===== config.mk =====
export PLATFORM = sky130hd
export DESIGN_NAME = input_shift_register_flat
export DESIGN_NICKNAME = d
export VERILOG_FILES = /design/src/rtl/input_shift_register_pkg.sv /design/src/rtl/input_shift_register_if.sv /design/src/rtl/input_shift_register.sv /design/src/flat_wrapper.sv
export SDC_FILE = /design/constraint.sdc
export NUM_CORES = 1
export LEC_CHECK = 0
export ABC_AREA = 0
export CELL_PAD_IN_SITES_DETAIL_PLACEMENT = 1
export CELL_PAD_IN_SITES_GLOBAL_PLACEMENT = 1
export CORE_ASPECT_RATIO = 2
export CORE_MARGIN = 3
export CORE_UTILIZATION = 35
export CTS_CLUSTER_DIAMETER = 150
export DETAILED_ROUTE_END_ITERATION = 10
export MAX_ROUTING_LAYER = met4
export PLACE_DENSITY = 0.77
export SLEW_MARGIN = 20
export SYNTH_ARGS = -nofsm -noshare
export SYNTH_HDL_FRONTEND = slang
export SYNTH_SLANG_ARGS = --single-unit

===== constraint.sdc =====
create_clock -name clk -period 3.82 [get_ports clk]
set_input_delay 0.573 -clock clk [delete_from_list [all_inputs] [get_ports clk]]
set_output_delay 0.573 -clock clk [all_outputs]
set_load 0.01 [all_outputs]

===== src/rtl/input_shift_register_pkg.sv =====
// Shared types for the input shift register (ISR) and its companion output shifter.
// Provides shift direction, ISR FSM states, width and the 0-encodes-32 count decode.
package input_shift_register_pkg;

   localparam int ISR_WIDTH = 32;

   typedef enum logic {
      SHIFT_LEFT  = 1'b0,
      SHIFT_RIGHT = 1'b1
   } shift_dir_t;

   typedef enum logic {
      IDLE      = 1'b0,
      PUSH_WAIT = 1'b1
   } isr_state_t;

   // 5-bit instruction fields use 0 to mean a full 32-bit word.
   function automatic logic [5:0] decode_count(input logic [4:0] code);
      return (code == 5'd0) ? 6'd32 : {1'b0, code};
   endfunction

endpackage


===== src/rtl/input_shift_register_if.sv =====
// Request/response bundle between the FSM instruction decoder, the ISR and the RX FIFO push port.
// master = decoder/FIFO side, slave = the ISR itself.
interface input_shift_register_if;
   import input_shift_register_pkg::*;

   logic [ISR_WIDTH-1:0] data_in;
   logic                 shift_en;
   logic [4:0]           bit_count;
   shift_dir_t           shiftdir;
   logic                 push_req;
   logic                 push_block;
   logic                 clear;
   logic                 autopush;
   logic [4:0]           push_thresh;
   logic                 fifo_full;

   logic                 fifo_push_en;
   logic [ISR_WIDTH-1:0] fifo_data;
   logic [ISR_WIDTH-1:0] isr;
   logic [5:0]           shift_count;
   logic                 stall;

   modport master (
      output data_in, shift_en, bit_count, shiftdir, push_req, push_block,
             clear, autopush, push_thresh, fifo_full,
      input  fifo_push_en, fifo_data, isr, shift_count, stall
   );

   modport slave (
      input  data_in, shift_en, bit_count, shiftdir, push_req, push_block,
             clear, autopush, push_thresh, fifo_full,
      output fifo_push_en, fifo_data, isr, shift_count, stall
   );

endinterface


===== src/rtl/input_shift_register.sv =====
// Per-state-machine input shift register: shifts source bits in, counts them, pushes words to RX FIFO.
// Threshold autopush is built only when ISR_AUTOPUSH_EN is defined.
//
// state     | meaning
// IDLE      | accepting push / shift / clear requests (that priority order)
// PUSH_WAIT | word held in ISR waiting for RX FIFO space; FSM stalled
module input_shift_register
   import input_shift_register_pkg::*;
#(
   parameter int WIDTH = ISR_WIDTH
) (
   input logic                  clk,
   input logic                  rst,
   input_shift_register_if.slave bus
);

   if (WIDTH != ISR_WIDTH) begin : g_width_check
      $error("input_shift_register supports WIDTH = 32 only");
   end

   isr_state_t       state_q, state_d;
   logic [WIDTH-1:0] isr_q, isr_d;
   logic [5:0]       count_q, count_d;

   logic [5:0]       n_bits;
   logic [WIDTH-1:0] src_mask;
   logic [WIDTH-1:0] src_bits;
   logic [WIDTH-1:0] shifted;
   logic [6:0]       count_sum;
   logic [5:0]       count_shifted;
   logic             trig;
   logic             push_en;
   logic [WIDTH-1:0] push_data;
   logic             stall;

   // Shifts by 32 fall out naturally: the old ISR shifts fully away and the mask becomes all ones.
   always_comb begin
      n_bits    = decode_count(bus.bit_count);
      src_mask  = (WIDTH'(1) << n_bits) - WIDTH'(1);
      src_bits  = bus.data_in & src_mask;
      if (bus.shiftdir == SHIFT_RIGHT) begin
         shifted = (isr_q >> n_bits) | (src_bits << (6'd32 - n_bits));
      end else begin
         shifted = (isr_q << n_bits) | src_bits;
      end
      count_sum     = {1'b0, count_q} + {1'b0, n_bits};
      count_shifted = (count_sum > 7'd32) ? 6'd32 : count_sum[5:0];
   end

`ifdef ISR_AUTOPUSH_EN
   logic [5:0] thresh;
   assign thresh = decode_count(bus.push_thresh);
   assign trig   = bus.autopush && (count_shifted >= thresh);
`else
   logic unused_autopush;
   assign unused_autopush = ^{bus.autopush, bus.push_thresh};
   assign trig            = 1'b0;
`endif

   always_comb begin
      state_d   = state_q;
      isr_d     = isr_q;
      count_d   = count_q;
      push_en   = 1'b0;
      push_data = isr_q;
      stall     = 1'b0;
      unique case (state_q)
         IDLE: begin
            if (bus.push_req) begin
               if (!bus.fifo_full) begin
                  push_en = 1'b1;
                  isr_d   = '0;
                  count_d = '0;
               end else if (!bus.push_block) begin
                  isr_d   = '0;
                  count_d = '0;
               end else begin
                  stall   = 1'b1;
                  state_d = PUSH_WAIT;
               end
            end else if (bus.shift_en) begin
               if (trig && !bus.fifo_full) begin
                  push_en   = 1'b1;
                  push_data = shifted;
                  isr_d     = '0;
                  count_d   = '0;
               end else begin
                  isr_d   = shifted;
                  count_d = count_shifted;
                  if (trig) begin
                     stall   = 1'b1;
                     state_d = PUSH_WAIT;
                  end
               end
            end else if (bus.clear) begin
               isr_d   = '0;
               count_d = '0;
            end
         end
         PUSH_WAIT: begin
            if (bus.fifo_full) begin
               stall = 1'b1;
            end else begin
               push_en = 1'b1;
               isr_d   = '0;
               count_d = '0;
               state_d = IDLE;
            end
         end
         default: state_d = IDLE;
      endcase
   end

   always_ff @(posedge clk or posedge rst) begin
      if (rst) begin
         state_q <= IDLE;
         isr_q   <= '0;
         count_q <= '0;
      end else begin
         state_q <= state_d;
         isr_q   <= isr_d;
         count_q <= count_d;
      end
   end

   assign bus.fifo_push_en = push_en;
   assign bus.fifo_data    = push_data;
   assign bus.isr          = isr_q;
   assign bus.shift_count  = count_q;
   assign bus.stall        = stall;

endmodule


===== src/flat_wrapper.sv =====
// flat-port wrapper written by rule: the top's interface ports become plain ports
module input_shift_register_flat import input_shift_register_pkg::*;
#(
   parameter int WIDTH = ISR_WIDTH
)
  (clk, rst, bus_data_in, bus_shift_en, bus_bit_count, bus_shiftdir, bus_push_req, bus_push_block, bus_clear, bus_autopush, bus_push_thresh, bus_fifo_full, bus_fifo_push_en, bus_fifo_data, bus_isr, bus_shift_count, bus_stall);
  input_shift_register_if bus_i ();
  input logic clk;
  input logic rst;
  input wire logic [$bits(bus_i.data_in)-1:0] bus_data_in;
  input wire logic [$bits(bus_i.shift_en)-1:0] bus_shift_en;
  input wire logic [$bits(bus_i.bit_count)-1:0] bus_bit_count;
  input wire logic [$bits(bus_i.shiftdir)-1:0] bus_shiftdir;
  input wire logic [$bits(bus_i.push_req)-1:0] bus_push_req;
  input wire logic [$bits(bus_i.push_block)-1:0] bus_push_block;
  input wire logic [$bits(bus_i.clear)-1:0] bus_clear;
  input wire logic [$bits(bus_i.autopush)-1:0] bus_autopush;
  input wire logic [$bits(bus_i.push_thresh)-1:0] bus_push_thresh;
  input wire logic [$bits(bus_i.fifo_full)-1:0] bus_fifo_full;
  output wire logic [$bits(bus_i.fifo_push_en)-1:0] bus_fifo_push_en;
  output wire logic [$bits(bus_i.fifo_data)-1:0] bus_fifo_data;
  output wire logic [$bits(bus_i.isr)-1:0] bus_isr;
  output wire logic [$bits(bus_i.shift_count)-1:0] bus_shift_count;
  output wire logic [$bits(bus_i.stall)-1:0] bus_stall;
  assign bus_i.data_in = bus_data_in;
  assign bus_i.shift_en = bus_shift_en;
  assign bus_i.bit_count = bus_bit_count;
  assign bus_i.shiftdir = bus_shiftdir;
  assign bus_i.push_req = bus_push_req;
  assign bus_i.push_block = bus_push_block;
  assign bus_i.clear = bus_clear;
  assign bus_i.autopush = bus_autopush;
  assign bus_i.push_thresh = bus_push_thresh;
  assign bus_i.fifo_full = bus_fifo_full;
  assign bus_fifo_push_en = bus_i.fifo_push_en;
  assign bus_fifo_data = bus_i.fifo_data;
  assign bus_isr = bus_i.isr;
  assign bus_shift_count = bus_i.shift_count;
  assign bus_stall = bus_i.stall;
  input_shift_register #(.WIDTH(WIDTH)) u_core (.clk(clk), .rst(rst), .bus(bus_i));
endmodule

==> impl_metrics.env, run 1 <==
export IMPL_outcome="finished, final reports clean"
export IMPL_synthAdderAreaFrac=0.01428
export IMPL_num_rows=84
export IMPL_finalPower_mw=2.951
export IMPL_drcViolationCount=0
export IMPL_p_leak_nw=4.689
export IMPL_crit_path_end_kind="flop"
export IMPL_grt_usage=0.4174
export IMPL_clock_path_buffers=2
export IMPL_synth_top_family_by_area="compound AO/OA/AOI/OAI gates"
export IMPL_clk_pin_slew_ns=0.08
export IMPL_worstPathArrival_ns=3.63
export IMPL_cts_tree="built"
export IMPL_syn_inst=1244
export IMPL_synthToLayoutAreaGrowth_pct=25.94
export IMPL_die_width_um=121.7
export IMPL_die_y_um=237.5
export IMPL_grt_pass1_vias=12093
export IMPL_synth_area_mux_share=0.1676
export IMPL_clock_sinks=39
export IMPL_synth_compound_area_frac=0.3660
export IMPL_cts_root_buf="clkbuf_16"
export IMPL_cts_hold_buffers=0
export IMPL_cts_buffers=5
export IMPL_htree_levels=2
export IMPL_skew_ns=0.01281
export IMPL_grt_max_degree=92
export IMPL_ioPinCount=123
export IMPL_synth_edff_count=0
export IMPL_holdWs_ns=0.5303
export IMPL_antenna_found_initial=2
export IMPL_slew_headroom=0.2417
export IMPL_start_util=0.3555
export IMPL_power_density_nw_per_um2=249.9
export IMPL_worstMarginPinSlew_ns=1.106
export IMPL_hold_class="reg -> reg"
export IMPL_cts_setup_buffers=0
export IMPL_viasPerCell=6.713
export IMPL_synth_avg_cell_area_um2=7.538
export IMPL_route_detailed_wl_per_inst_um=33.66
export IMPL_drt_initial_drc_count=940
export IMPL_yosys_area_share_simple=0.2091
export IMPL_drv_slew=0
export IMPL_layout_commonest_cell="buf_4"
export IMPL_min_period_over_period=0.8961
export IMPL_dr_pass1_iters=5
export IMPL_yosysSeqAreaShare=0.1041
export IMPL_synth_seq_cells=39
export IMPL_final_cell_mix="199 x buf_4, 132 x nand2_1, 120 x nor2_1"
export IMPL_design_die_area_um2=28910
export IMPL_worst_setup_path_start_kind="primary input"
export IMPL_final_antenna_net_count=0
export IMPL_fin_setup_tns_ns=0
export IMPL_postSynth_asyncResetShare=1.000
export IMPL_yosys_warnings=0
export IMPL_multiInputGateArea_um2=7259
export IMPL_cts_resized=0
export IMPL_drive_gt1_frac=0.2399
export IMPL_crit_path_max_fanout=8
export IMPL_synth_xor_area_frac=0.01588
export IMPL_seq_area_um2=975.9
export IMPL_period_minus_slack_ns=3.423
export IMPL_grt_pass1_wl_um=85260
export IMPL_clkLatencyLatePin_ns=0.32
export IMPL_worstSetupPathType="in -> reg"
export IMPL_place_congestion=1.043
export IMPL_netlist_area_um2=9378
export IMPL_utilization=0.4477
export IMPL_setup_viol=0
export IMPL_grt_setup_unrepaired="no"
export IMPL_ir_drop_uv=154.5
export IMPL_dp_hpwl_um=46590
export IMPL_portBuffers=116
export IMPL_crit_required_ns=4.03
export IMPL_fin_nets=1475
export IMPL_drv_cap=0
export IMPL_ys_flop_type="dfrtp_1"
export IMPL_dr_total_vias=11835
export IMPL_hold_viol_final=0
export IMPL_wl_um=59340
export IMPL_synth_distinct_cells=120
export IMPL_overflow=0
export IMPL_max_freq_ghz=0.2921
export IMPL_fillers=3293
export IMPL_coreArea_um2=26380
-- cell usage after synthesis, types with 12 or more instances --
library cell	instances	area (µm²)
a211oi_1	12	90.09
a21oi_1	97	485.5
a221oi_1	12	105.1
a22oi_1	12	90.09
a31oi_1	24	150.1
buf_2	41	205.2
buf_4	55	412.9
buf_6	15	168.9
clkbuf_1	41	153.9
dfrtp_1	39	975.9
inv_1	15	56.30
mux2_2	20	225.2
mux2i_1	67	670.6
mux4_2	30	675.7
nand2_1	132	495.5
nand3_1	35	175.2
nor2_1	120	450.4
nor2b_1	13	81.33
nor3_1	27	135.1
o211ai_1	31	232.7
o21ai_0	70	350.3
o21ai_1	15	75.07
o221ai_1	20	175.2
o22ai_1	26	162.7
xnor2_1	14	122.6
-- per-layer routing --
| layer | vias up | track usage | part of all wire |
|---|---|---|---|
| met2 | 620 | 0.6993 | 0.50 |
| li1 | 5083 | - | - |
| met5 | - | - | 0 |
| met3 | 244 | 0.05595 | 0.053 |
| met1 | 5888 | 0.4223 | 0.34 |
| met4 | 0 | 0.3512 | 0.11 |
-- worst max-delay path: stages --
cell,delay [ns]
buf_4,0.12
or2_1,0.26
inv_2,0.07
ha_1,0.38
buf_4,0.25
nand2b_1,0.17
buf_4,0.16
o221ai_2,0.11
o211ai_1,0.42
o21ai_1,0.17
a31oi_4,0.21
o221ai_2,0.12
buf_4,0.18
o32a_1,0.21
o211a_1,0.21
-- kinds of logic (layout without fill, tap and decap cells) --
family	after synthesis	in the layout
compound gates	469	469
xor+xnor	17	17
buf+inv	184	356
other cells	1	4
flops	39	39
mux	117	117
fa+ha+maj	11	11
simple gates	406	406
-- final cells by class --
type,instances,share of cell area
Multi-Input combinational cell,1022,0.6147
Tap cell,344,0.03644
Clock buffer,5,0.01059
Sequential cell,39,0.08264
Timing Repair Buffer,325,0.2440
Inverter,23,0.007522
Clock inverter,3,0.003708
Antenna cell,2,0.0004238
-- flip-flops by register name, indices dropped and copies added, names as in the netlist --
name and count:
u_core.state_q 1, u_core.bus.shift_count 6, u_core.bus.isr 32
-- stage by stage --
step / cell area, µm² / std cells / setup WS, ns
5_1_grt: 11810 / 1763 / 0.2728
6_report: 11810 / 1763 / 0.3970
2_1_floorplan: 9389 / 1245 / 0.007636
3_3_place_gp: 11640 / 1753 / 0.1094
4_1_cts: 11810 / 1761 / 0.4237
3_5_place_dp: 11640 / 1753 / 0.09974
-- worst paths after layout --
check | start | end | slack, ns | cells after the start
worst max-delay path | bus_bit_count[1] | u_core.bus.isr[28]$_DFFE_PP0P_ | 0.40 | 15
worst min-delay path | u_core.bus.shift_count[5]$_DFFE_PP0P_ | u_core.bus.shift_count[5]$_DFFE_PP0P_ | 0.53 | 2
worst max register to register | u_core.bus.isr[25]$_DFFE_PP0P_ | u_core.bus.isr[1]$_DFFE_PP0P_ | 1.08 | 8
worst min register to register | u_core.bus.shift_count[5]$_DFFE_PP0P_ | u_core.bus.shift_count[5]$_DFFE_PP0P_ | 0.53 | 2
max in group asynchronous | rst | u_core.bus.isr[0]$_DFFE_PP0P_ | 2.64 | 3
min in group asynchronous | rst | u_core.bus.isr[13]$_DFFE_PP0P_ | 0.72 | 3
-- where the power goes --
part	switching, mW	internal, mW
registers	0.116	0.448
logic	1.09	0.763
clock network	0.226	0.310
Note: power is estimated with default switching activity, not from simulation.
==> inputs of run 2 (changes only) <==
CTS_CLUSTER_SIZE = 16   (was not set)
==> results of run 2 <==
The final DEF is identical to that of run 1; final timing and power are the same.
==> inputs of run 3 (changes only) <==
CTS_CLUSTER_SIZE = 12   (was 16)
==> results of run 3 <==
The final DEF is identical to that of run 1; final timing and power are the same.
